### config.mk
export PLATFORM = sky130hd
export DESIGN_NAME = semaforo_ctrl
export DESIGN_NICKNAME = d
export VERILOG_FILES = /design/src/rtl/semaforo_ctrl.sv
export SDC_FILE = /design/constraint.sdc
export NUM_CORES = 1
export LEC_CHECK = 0
export BUFFER_PORTS_ARGS = -buffer_cell sky130_fd_sc_hd__buf_2
export CELL_PAD_IN_SITES_DETAIL_PLACEMENT = 0
export CELL_PAD_IN_SITES_GLOBAL_PLACEMENT = 1
export CORE_MARGIN = 1.5
export CORE_UTILIZATION = 38
export CTS_BUF_LIST = sky130_fd_sc_hd__clkbuf_16
export CTS_CLUSTER_SIZE = 20
export DETAILED_ROUTE_END_ITERATION = 16
export PLACE_DENSITY = 0.88
export SETUP_SLACK_MARGIN = 0.02
export SLEW_MARGIN = 20
export SYNTH_ARGS = -nofsm -noshare
export SYNTH_HDL_FRONTEND = slang
export SYNTH_SLANG_ARGS = --single-unit
### constraint.sdc
create_clock -name clk -period 2.5 [get_ports clk]
set_clock_uncertainty 0.2 [all_clocks]
set_input_delay 0.5 -clock clk [delete_from_list [all_inputs] [get_ports clk]]
set_output_delay 0.5 -clock clk [all_outputs]
set_load 0.05 [all_outputs]
### src/rtl/semaforo_ctrl.sv
`default_nettype none
// ============================================================================
// Module      : semaforo_ctrl
// Description : Three-road traffic-light controller; round-robin green grant
//               with timed green/yellow/all-red sequence driven by tick.
// Revision    : 1.0 - initial release
// ============================================================================
module semaforo_ctrl #(
    parameter int T_GREEN_MIN = 8,
    parameter int T_GREEN_MAX = 32,
    parameter int T_YELLOW    = 3,
    parameter int T_ALLRED    = 1,
    parameter int CNT_W       = 6
) (
    input  logic       clk,
    input  logic       reset,
    input  logic       tick,
    input  logic [2:0] sensor,
    output logic       vm_a,
    output logic       am_a,
    output logic       vd_a,
    output logic       vm_b,
    output logic       am_b,
    output logic       vd_b,
    output logic       vm_c,
    output logic       am_c,
    output logic       vd_c,
    output logic [1:0] active,
    output logic [1:0] phase
);

    typedef enum logic [1:0] {
        PH_GREEN  = 2'd0,
        PH_YELLOW = 2'd1,
        PH_ALLRED = 2'd2
    } phase_t;

    localparam logic [1:0]       c_road_a    = 2'd0;
    localparam logic [1:0]       c_road_b    = 2'd1;
    localparam logic [1:0]       c_road_c    = 2'd2;
    localparam logic [CNT_W-1:0] c_green_min = CNT_W'(T_GREEN_MIN);
    localparam logic [CNT_W-1:0] c_green_max = CNT_W'(T_GREEN_MAX);
    localparam logic [CNT_W-1:0] c_yellow    = CNT_W'(T_YELLOW);
    localparam logic [CNT_W-1:0] c_allred    = CNT_W'(T_ALLRED);

    phase_t           r_phase;
    logic [1:0]       r_cur;
    logic [CNT_W-1:0] r_cnt;

    phase_t           w_phase_nxt;
    logic [1:0]       w_cur_nxt;
    logic [CNT_W-1:0] w_cnt_nxt;
    logic [CNT_W-1:0] w_cnt_inc;
    logic             w_own_req;
    logic             w_other_req;
    logic             w_want_change;
    logic [1:0]       w_rr_road;

    always_ff @(posedge clk) begin
        if (reset) begin
            r_phase <= PH_GREEN;
            r_cur   <= c_road_a;
            r_cnt   <= '0;
        end else begin
            r_phase <= w_phase_nxt;
            r_cur   <= w_cur_nxt;
            r_cnt   <= w_cnt_nxt;
        end
    end

    // Sensor bit order is A=bit2, B=bit1, C=bit0.
    always_comb begin
        w_own_req   = 1'b0;
        w_other_req = |sensor;
        w_rr_road   = c_road_a;
        case (r_cur)
            c_road_a: begin
                w_own_req   = sensor[2];
                w_other_req = sensor[1] | sensor[0];
                if      (sensor[1]) w_rr_road = c_road_b;
                else if (sensor[0]) w_rr_road = c_road_c;
                else                w_rr_road = c_road_a;
            end
            c_road_b: begin
                w_own_req   = sensor[1];
                w_other_req = sensor[2] | sensor[0];
                if      (sensor[0]) w_rr_road = c_road_c;
                else if (sensor[2]) w_rr_road = c_road_a;
                else if (sensor[1]) w_rr_road = c_road_b;
                else                w_rr_road = c_road_a;
            end
            c_road_c: begin
                w_own_req   = sensor[0];
                w_other_req = sensor[2] | sensor[1];
                if      (sensor[2]) w_rr_road = c_road_a;
                else if (sensor[1]) w_rr_road = c_road_b;
                else if (sensor[0]) w_rr_road = c_road_c;
                else                w_rr_road = c_road_a;
            end
            default: begin
                w_own_req   = 1'b0;
                w_other_req = |sensor;
                w_rr_road   = c_road_a;
            end
        endcase
        w_want_change = w_other_req | ((r_cur != c_road_a) && (sensor == 3'b000));
    end

    always_comb begin
        w_cnt_inc   = (r_cnt >= c_green_max) ? c_green_max : r_cnt + 1'b1;
        w_phase_nxt = r_phase;
        w_cur_nxt   = r_cur;
        w_cnt_nxt   = r_cnt;
        if (tick) begin
            w_cnt_nxt = w_cnt_inc;
            case (r_phase)
                PH_GREEN: begin
                    if ((w_cnt_inc >= c_green_min) && w_want_change &&
                        (!w_own_req || (w_cnt_inc >= c_green_max))) begin
                        w_phase_nxt = PH_YELLOW;
                        w_cnt_nxt   = '0;
                    end
                end
                PH_YELLOW: begin
                    if (w_cnt_inc == c_yellow) begin
                        w_phase_nxt = PH_ALLRED;
                        w_cnt_nxt   = '0;
                    end
                end
                PH_ALLRED: begin
                    if (w_cnt_inc == c_allred) begin
                        w_phase_nxt = PH_GREEN;
                        w_cur_nxt   = w_rr_road;
                        w_cnt_nxt   = '0;
                    end
                end
                default: begin
                    w_phase_nxt = PH_GREEN;
                    w_cur_nxt   = c_road_a;
                    w_cnt_nxt   = '0;
                end
            endcase
        end
    end

    always_comb begin
        vm_a = 1'b1; am_a = 1'b0; vd_a = 1'b0;
        vm_b = 1'b1; am_b = 1'b0; vd_b = 1'b0;
        vm_c = 1'b1; am_c = 1'b0; vd_c = 1'b0;
        if (r_phase == PH_GREEN) begin
            case (r_cur)
                c_road_a: begin vm_a = 1'b0; vd_a = 1'b1; end
                c_road_b: begin vm_b = 1'b0; vd_b = 1'b1; end
                c_road_c: begin vm_c = 1'b0; vd_c = 1'b1; end
                default:  ;
            endcase
        end else if (r_phase == PH_YELLOW) begin
            case (r_cur)
                c_road_a: begin vm_a = 1'b0; am_a = 1'b1; end
                c_road_b: begin vm_b = 1'b0; am_b = 1'b1; end
                c_road_c: begin vm_c = 1'b0; am_c = 1'b1; end
                default:  ;
            endcase
        end
    end

    assign active = r_cur;
    assign phase  = r_phase;

endmodule
`default_nettype wire

==> results.ini, run 1 <==
[worst_setup_path]
cp_slowest_stage_delay_ns=0.40
critPathRequiredTime_ns=2.44
path_delay_family=compound AO/OA/AOI/OAI gates
cp_max_fo=7
cp.arrival_ns=2.12
crit_slowest_cell=o2bb2ai_1
crit_type=reg2reg
crit_chain=inv_1 -> ha_1 -> mux2i_1 -> a21oi_1 -> o2bb2ai_1 -> nor2_1 -> o32ai_1
cp_num_buf_inv=1
cp-start-kind=flop
endpoint_kind=flop

[timing]
rsz0062_at_grt=false
max_slew_margin=0.689
final.min_clock_period_ns=2.18
tns_ns=0
tightest_slew_ns=0.467
max_freq_ghz=0.458
period_share=0.874
setup_viol=0
report.final.slew_viol_count=0
hold_viol=0

[logic_synthesis]
ys_seq_area_frac=0.222
synth_seq_cells=10
synth_cells=123
synth_flop_cell=dfxtp_1
ys_types=37
synth_edf_count=0
syn_area_per_cell_sq_um=7.34
yosys_warnings=0
syn_area_sq_um=903
synth_async_sr_flop_share=0
synth_fp_nets=135

[floorplanning]
start_util=0.404
die_w_microns=51.8
core_sq_um=2230
io_pins=19
std_cell_rows=17
dieArea_sq_um=2680
die_h_microns=51.8

[job]
max_cap_viol_count=0

[drt]
drt_first_pass_iters=4
wl_per_cell_microns=13.1
detail-route-antenna-nets=0
drtIter0Drc=38
viasPerCell=5.67
vias=964
drc=0
routed_wl_mm=2.22

[global_route]
grt.total_usage=0.178
grt.busiest_layer=met2
antenna_found_initial=0
grt_start_max_net_pins=15
first_global_vias=792
met1_usage=0.256
grt.overflow.total=0
global_route.usage.met3=0.0259
grt_first_pass_wirelength_mm=3.57
grt.met2_usage=0.269

[power]
finalPower_mw=0.535
seq_power_share=0.323
max-vdd-ir-drop_mv=0.418
switching_share=0.244
p_sw_mw=0.130
p_int_mw=0.404
leakage_nw=0.477
p_comb_frac=0.165
p_clk_frac=0.512
p_per_area_nw_per_um2=483

[outcome]
status=finished clean

[clock_tree]
cts_htree_levels=1
cts_setup_buffers=0
cts_inserted_buffers=3
post_cts_resized=0
postCtsHoldBufs=0
cts_tree=done
insertion_delay_ns=0.23
root_buffer=clkbuf_16
clock_sinks=10
clkTransAtPathRegs_ns=0.04
clockBufferDepth=2

[finish]
layout_commonest_cell=buf_2
multiInputGateArea_sq_um=651
layout.area.seq_sq_um=200
drive_gt1_frac=0.190
area_growth_pct=22.6
mostFrequentLayoutCells=buf_2, nor2_1, dfxtp_1
nFillCells=210
fin_util=0.496
layout.nets=156
n_antenna_cell=0

[worst_hold_path]
hold_class=reg2reg

[placed_design]
finalWeightedCongestion=0.811
numPortBuffers=18
dp_hpwl_mm=1.68

-- logic make-up (layout without fill, tap and decap cells) --
kind of cell             Yosys count  in the layout  synth area share
AO/OA/AOI/OAI                     33             33             0.255
XOR/XNOR                           4              4            0.0388
adder cells (fa/ha/maj)            6              6            0.0831
buffers and inverters             14             33            0.0582
flip-flops                        10             10             0.222
multiplexers                       3              3            0.0332
AND/OR/NAND/NOR                   53             53             0.310
-- power groups by stage --
stage,registers [mW],clock network (mW),logic (mW)
2_1_floorplan,0.176,0,0.0631
3_3_place_gp,0.175,0,0.0871
3_5_place_dp,0.175,0,0.0871
4_1_cts,0.172,0.282,0.0877
5_1_grt,0.174,0.292,0.0956
6_report,0.172,0.274,0.0883
-- registers in the layout, summed over array words and instances (netlist names) --
signal,cells
phase,2
r_cnt,6
active,2
-- final cells by class --
cell class,count,area share
clock buffers,3,0.0678
well taps,28,0.0316
inverters,9,0.0305
multi-input cells,99,0.588
repair buffers,21,0.102
flip-flops and latches,10,0.181
-- final timing paths --
kind | start | endpoint | slack, ns | cells past startpoint
worst min-delay path | active[1] | active[1] | 0.32 | 2
worst min register to register | active[1] | active[1] | 0.32 | 2
worst max register to register | active[0] | r_cnt[4] | 0.32 | 7
worst max-delay path | active[0] | r_cnt[4] | 0.32 | 7
-- metal layers --
layer  wire length [microns]  up-vias
met3                     170        2
met2                     947       44
met4                      16        0
met5                       0        -
li1                        -      489
met1                    1090      429
-- worst register-to-register path, delay by kind of cell (launching register included) --
kind | cells | cell delay (ns)
fa+ha+maj | 1 | 0.29
buf+inv | 1 | 0.09
simple gates | 1 | 0.17
mux | 1 | 0.21
flops | 1 | 0.33
compound gates | 3 | 0.78
-- stage by stage --
stage	instance area, sq um	hold WS, ns	worst slack (ns)	std cells
after floorplan	903	0.298	0.112	123
after global placement	1030	0.304	0.382	167
after detailed placement	1030	0.322	0.354	167
after CTS	1110	0.328	0.333	170
after global routing	1110	0.359	0.152	170
final	1110	0.324	0.316	170
-- cells in the mapped netlist, types with 2 or more instances --
cell / n / area, sq um
nor2_1: 13 / 48.8
a21oi_1: 6 / 30.0
o31ai_1: 3 / 22.5
xor2_1: 3 / 26.3
nor3_1: 6 / 30.0
inv_1: 9 / 33.8
nor4_1: 2 / 12.5
o32ai_1: 2 / 17.5
mux2i_1: 3 / 30.0
o211ai_1: 3 / 22.5
clkbuf_1: 5 / 18.8
nand2_1: 7 / 26.3
nand3_1: 5 / 25.0
ha_1: 6 / 75.1
dfxtp_1: 10 / 200
a31oi_1: 2 / 12.5
and2_1: 6 / 37.5
a22oi_1: 3 / 22.5
or3_1: 2 / 12.5
o21ai_0: 5 / 25.0
nor2b_1: 2 / 12.5
nand2b_1: 4 / 25.0
o21ai_1: 2 / 10.0
No activity file was read; power rests on OpenSTA's default activity.
==> inputs of run 2 (changes only) <==
--- a/config.mk
+++ b/config.mk
@@ -10,7 +10,6 @@
 export CELL_PAD_IN_SITES_GLOBAL_PLACEMENT = 1
 export CORE_MARGIN = 1.5
 export CORE_UTILIZATION = 38
-export CTS_BUF_LIST = sky130_fd_sc_hd__clkbuf_16
 export CTS_CLUSTER_SIZE = 20
 export DETAILED_ROUTE_END_ITERATION = 16
 export PLACE_DENSITY = 0.88
==> run 2 against run 1 <==
Clock power shrank 58%; cell count is the same; sequential cell count did not move; fmax fell by 1.2%; first-iteration DRC count is 18% higher; power shrank 30%; global-route usage shrank 0.36 points; combinational power is essentially flat; critical path type is now reg2out; highest routed layer unchanged.
==> results.ini, run 2 (same netlist as run 1, synthesis figures left out) <==
[outcome]
status=finished clean

[clock_tree]
cts_inserted_buffers=3  ; unchanged
cts_setup_buffers=0  ; unchanged
root_buffer=clkbuf_4
insertion_delay_ns=0.26  ; +0.03 ns
clockBufferDepth=2  ; unchanged
clkTransAtPathRegs_ns=0.06  ; +0.02 ns
postCtsHoldBufs=0  ; unchanged
clock_sinks=10  ; unchanged
cts_tree=done
post_cts_resized=0  ; unchanged
cts_htree_levels=1  ; unchanged

[finish]
n_antenna_cell=0  ; unchanged
area_growth_pct=16.8
multiInputGateArea_sq_um=651  ; unchanged
layout_commonest_cell=buf_2
layout.area.seq_sq_um=200  ; unchanged
largest_register_ffs=6  ; unchanged
drive_gt1_frac=0.190  ; unchanged
layout.nets=156  ; unchanged
regMostFlops=r_cnt
nFillCells=222  ; +5.7%
fin_util=0.472  ; -0.0235
mostFrequentLayoutCells=buf_2, nor2_1, dfxtp_1

[drt]
drt_first_pass_iters=5  ; +1
vias=956  ; -0.83%
drtIter0Drc=45  ; +18%
highest_layer=met4
wl_met3_microns=168  ; -1.2%
drc=0  ; unchanged
routed-wl-met2_microns=960  ; +1.4%
met1_length_mm=1.11  ; +2.3%
viasPerCell=5.62  ; -0.83%
routed_wl_mm=2.26  ; +1.7%
wl_per_cell_microns=13.3  ; +1.7%
detail-route-antenna-nets=0  ; unchanged

[timing]
whs_ns=0.328  ; +0.00383 ns
max_slew_margin=0.689  ; about the same
tightest_slew_ns=0.466  ; -0.000331 ns
setup_viol=0  ; unchanged
period_share=0.885  ; +0.0109
final.min_clock_period_ns=2.21  ; +0.0272 ns
rsz0062_at_grt=false
max_freq_ghz=0.452  ; -1.2%
tns_ns=0  ; unchanged
hold_viol=0  ; unchanged
report.final.slew_viol_count=0  ; unchanged

[placed_design]
numPortBuffers=18  ; unchanged
finalWeightedCongestion=0.811  ; unchanged
dp_hpwl_mm=1.68  ; unchanged

[worst_setup_path]
crit_chain=nor2b_1 -> and2_1 -> buf_2
cp_slowest_stage_delay_ns=0.41  ; about the same
cp.arrival_ns=1.51  ; -0.61 ns
worstReg2RegStart=active[0]
crit_type=reg2out
crit_slowest_cell=nor2b_1
cp-start-kind=flop
r2r_slack_ns=0.32  ; about the same
path_delay_family=simple AND/OR/NAND/NOR gates
cp_max_fo=9  ; +2
cp_num_buf_inv=1  ; unchanged
r2r_end=phase[0]
endpoint_kind=output pin
critPathRequiredTime_ns=1.80  ; -0.64 ns
r2r_cells=7  ; unchanged

[job]
max_cap_viol_count=0  ; unchanged

[floorplanning]
die_h_microns=51.8  ; unchanged
dieArea_sq_um=2680  ; unchanged
die_w_microns=51.8  ; unchanged
core_sq_um=2230  ; unchanged
std_cell_rows=17  ; unchanged
io_pins=19  ; unchanged
start_util=0.404  ; unchanged

[power]
p_sw_mw=0.121  ; -6.7%
p_per_area_nw_per_um2=354  ; -27%
max-vdd-ir-drop_mv=0.274  ; -34%
switching_share=0.325  ; +0.0816
p_clk_frac=0.304  ; -0.208
seq_power_share=0.459  ; +0.136
leakage_nw=0.454  ; -4.9%
p_int_mw=0.252  ; -38%
p_comb_frac=0.237  ; +0.072

[global_route]
grt.overflow.total=0  ; unchanged
first_global_vias=780  ; -1.5%
grt_start_max_net_pins=15  ; unchanged
grt_first_pass_wirelength_mm=3.54  ; -0.78%
grt.total_usage=0.175  ; -0.00364
antenna_found_initial=0  ; unchanged

[worst_hold_path]
min-delay-start=active[1]
hold_class=reg2reg
holdPathEnd=active[1]
min_path_cells=2  ; unchanged

-- run 2: metal layers --
metal,vias to the layer above,global-route usage
met1,418,0.249
met4,0,0.0658
met5,-,0
met3,2,0.0287
li1,490,-
met2,46,0.263
-- run 2: worst max path at each step --
stage | from | to | slack (ns) | cells after the start
2_1_floorplan | phase[0] | am_a | 0.11 | 3
3_3_place_gp | active[0] | r_cnt[4] | 0.38 | 7
3_5_place_dp | active[0] | r_cnt[4] | 0.35 | 7
4_1_cts | phase[0] | vd_c | 0.29 | 4
5_1_grt | active[0] | r_cnt[4] | 0.14 | 7
6_report | phase[1] | am_c | 0.29 | 3
-- run 2: worst reg2reg max path, delay by kind of cell (launching register included) --
kind | cells | cell delay [ns]
fa+ha+maj | 1 | 0.30
buf+inv | 1 | 0.09
mux | 1 | 0.21
simple gates | 1 | 0.16
flops | 1 | 0.34
compound gates | 3 | 0.76
-- run 2: cell type report --
class / instances / share of cell area
timing repair buffer: 21 / 0.107
clock buffer: 3 / 0.0214
sequential: 10 / 0.190
tap: 28 / 0.0332
inverter: 9 / 0.0320
multi-input combinational: 99 / 0.617
-- run 2: power by group through the flow --
stage          sequential [mW]  combinational (mW)  clock, mW
2_1_floorplan            0.176              0.0631          0
3_3_place_gp             0.175              0.0871          0
3_5_place_dp             0.175              0.0871          0
4_1_cts                  0.171              0.0876      0.117
5_1_grt                  0.173              0.0956      0.125
6_report                 0.171              0.0886      0.114
-- run 2: per-stage QoR --
step                      area, sq um  cells  setup slack (ns)  power [mW]
after floorplan                   903    123             0.112       0.239
final                            1050    170             0.289       0.373
after detailed placement         1030    167             0.354       0.262
after CTS                        1050    170             0.290       0.375
after global routing             1050    170             0.138       0.393
after global placement           1030    167             0.382       0.262
==> inputs of run 3 (changes only) <==
--- a/config.mk
+++ b/config.mk
@@ -5,15 +5,16 @@
 export SDC_FILE = /design/constraint.sdc
 export NUM_CORES = 1
 export LEC_CHECK = 0
+export ABC_AREA = 1
 export BUFFER_PORTS_ARGS = -buffer_cell sky130_fd_sc_hd__buf_2
 export CELL_PAD_IN_SITES_DETAIL_PLACEMENT = 0
 export CELL_PAD_IN_SITES_GLOBAL_PLACEMENT = 1
 export CORE_MARGIN = 1.5
-export CORE_UTILIZATION = 38
+export CORE_UTILIZATION = 35
 export CTS_CLUSTER_SIZE = 20
 export DETAILED_ROUTE_END_ITERATION = 16
-export PLACE_DENSITY = 0.88
-export SETUP_SLACK_MARGIN = 0.02
+export PLACE_DENSITY = 0.87
+export SETUP_SLACK_MARGIN = 0.5
 export SLEW_MARGIN = 20
 export SYNTH_ARGS = -nofsm -noshare
 export SYNTH_HDL_FRONTEND = slang
==> run 3 against run 2 <==
Global-route usage increased by 0.56 points; non-clock buffer count down 1; final area up 14%; critical endpoint is now am_a; largest cell class unchanged; highest routed layer unchanged.
==> results.ini, run 3 <==
[finish]
n_antenna_cell=0  ; unchanged
layout.area.seq_sq_um=214  ; +6.9%
mostFrequentLayoutCells=nand2_1, nor2_1, inv_1, a21oi_1
nFillCells=249  ; +12%
fin_util=0.535  ; +0.0627
area_growth_pct=41.8
multiInputGateArea_sq_um=676  ; +3.8%
regMostFlops=r_cnt
drive_gt1_frac=0.365  ; +0.175
layout_commonest_cell=nand2_1
layout.nets=183  ; +17%
largest_register_ffs=6  ; unchanged

[timing]
tns_ns=0  ; unchanged
tightest_slew_ns=0.324  ; -0.142 ns
hold_viol=0  ; unchanged
max_slew_margin=0.783  ; +0.0939
final.min_clock_period_ns=1.93  ; -0.284 ns
whs_ns=0.283  ; -0.0446 ns
setup_viol=0  ; unchanged
max_freq_ghz=0.519  ; +15%
report.final.slew_viol_count=0  ; unchanged
period_share=0.771  ; -0.114
rsz0062_at_grt=false

[worst_setup_path]
critPathRequiredTime_ns=1.80  ; about the same
crit_type=reg2out
crit_slowest_cell=dfxtp_4
path_delay_family=flip-flops
cp-start-kind=flop
cp_slowest_stage_delay_ns=0.38  ; -0.03 ns
endpoint_kind=output pin
cp.arrival_ns=1.23  ; -0.28 ns
crit_chain=inv_4 -> ha_4 -> inv_1 -> nor2_4 -> buf_8
cp_max_fo=5  ; -4
cp_num_buf_inv=3  ; +2

[logic_synthesis]
synth_flop_cell=dfxtp_1
synth_seq_cells=10  ; unchanged
syn_area_per_cell_sq_um=5.79  ; -21%
netlist.area_leader.share=0.235  ; +0.0137
ys_seq_area_frac=0.235  ; +0.0137
yosys.area.top_type=dfxtp_1
ys_types=18  ; -51%
synth_async_sr_flop_share=0  ; unchanged
synth_fp_nets=159  ; +18%
synth_cells=147  ; +20%
yosys_warnings=0  ; unchanged
syn_area_sq_um=851  ; -5.8%
synth_edf_count=0  ; unchanged
yosys-top-cells-count=nand2_1, nor2_1, inv_1
synth.most_common_cell=nand2_1
synth_area_leaders=dfxtp_1, nand2_1, nor2_1

[clock_tree]
cts_htree_levels=1  ; unchanged
postCtsHoldBufs=0  ; unchanged
root_buffer=clkbuf_4
clock_sinks=10  ; unchanged
cts_inserted_buffers=3  ; unchanged
clockBufferDepth=2  ; unchanged
insertion_delay_ns=0.27  ; about the same
clkTransAtPathRegs_ns=0.08  ; +0.02 ns
cts_tree=done

[drt]
drc=0  ; unchanged
detail-route-antenna-nets=0  ; unchanged
routed_wl_mm=2.25  ; -0.18%
drtIter0Drc=14  ; -69%
wl_met3_microns=50  ; -70%
met1_length_microns=973  ; -12%
routed-wl-met2_mm=1.22  ; +27%
highest_layer=met4
drt_first_pass_iters=4  ; -1
viasPerCell=4.86  ; -14%
wl_per_cell_microns=11.4  ; -14%
vias=962  ; +0.63%

[floorplanning]
die_h_microns=52.3  ; +1.1%
std_cell_rows=17  ; unchanged
die_w_microns=52.3  ; +1.1%
core_sq_um=2250  ; +0.95%
io_pins=19  ; unchanged
start_util=0.377  ; -0.0271
dieArea_sq_um=2740  ; +2.1%

[job]
max_cap_viol_count=0  ; unchanged

[power]
max-vdd-ir-drop_mv=0.253  ; -7.9%
p_per_area_nw_per_um2=444  ; +26%
leakage_nw=0.548  ; +21%

[global_route]
antenna_found_initial=0  ; unchanged
grt.overflow.total=0  ; unchanged
grt.total_usage=0.180  ; +0.00560
first_global_vias=862  ; +11%
grt_first_pass_wirelength_mm=3.68  ; +4.1%
grt_start_max_net_pins=10  ; -5

[placed_design]
finalWeightedCongestion=0.812  ; about the same
numPortBuffers=18  ; unchanged
dp_hpwl_mm=1.76  ; +4.4%

[worst_hold_path]
hold_class=in2reg

[outcome]
status=finished clean

==> run 3: worst paths after layout <==
| check | startpoint | to | slack [ns] | cells after the start |
|---|---|---|---|---|
| max | active[0] | am_a | 0.57 | 5 |
| min | reset | r_cnt[0] | 0.28 | 2 |
| max reg2reg | active[0] | r_cnt[5] | 0.65 | 13 |
| min reg2reg | r_cnt[1] | r_cnt[1] | 0.29 | 2 |
==> run 3: cell families (layout without fill, tap and decap cells) <==
| kind of cell | after synthesis | in the layout | synth area share |
|---|---|---|---|
| AO/OA/AOI/OAI | 18 | 18 | 0.109 |
| adder cells (fa/ha/maj) | 6 | 6 | 0.0882 |
| buffers and inverters | 24 | 47 | 0.106 |
| flip-flops | 10 | 10 | 0.235 |
| AND/OR/NAND/NOR | 89 | 89 | 0.462 |
==> run 3: routing by layer <==
metal / GRT usage / vias up
li1: - / 511
met1: 0.231 / 440
met2: 0.310 / 9
met3: 0.0257 / 2
met4: 0.0513 / 0
met5: 0 / -
==> run 3: layout make-up <==
cell class	count	share of cell area
Multi-Input combinational cell	113	0.560
Timing Repair Buffer	20	0.128
Tap cell	28	0.0290
Clock buffer	4	0.0301
Inverter	23	0.0757
Sequential cell	10	0.177
==> run 3: repair_timing <==
item | 4_1_cts | 5_1_grt
buffers inserted | 0 | 2
setup endpoints to repair | 11 | 15
gates resized for setup | 21 | 15
pin swaps | 1 | 6
==> run 3: metrics by stage <==
| step | area [sq um] | setup WS (ns) | power [mW] | instances |
|---|---|---|---|---|
| floorplan | 910 | 0.455 | 0.327 | 147 |
| global placement | 1030 | 0.565 | 0.362 | 192 |
| detailed placement | 1030 | 0.504 | 0.364 | 192 |
| CTS | 1150 | 0.508 | 0.524 | 196 |
| global route | 1210 | 0.489 | 0.570 | 198 |
| finish | 1210 | 0.573 | 0.536 | 198 |
==> run 3: where the power goes <==
group          total (mW)  internal [mW]  switching [mW]
registers           0.178          0.168          0.0106
logic               0.206         0.0666           0.139
clock network       0.152         0.0884          0.0635
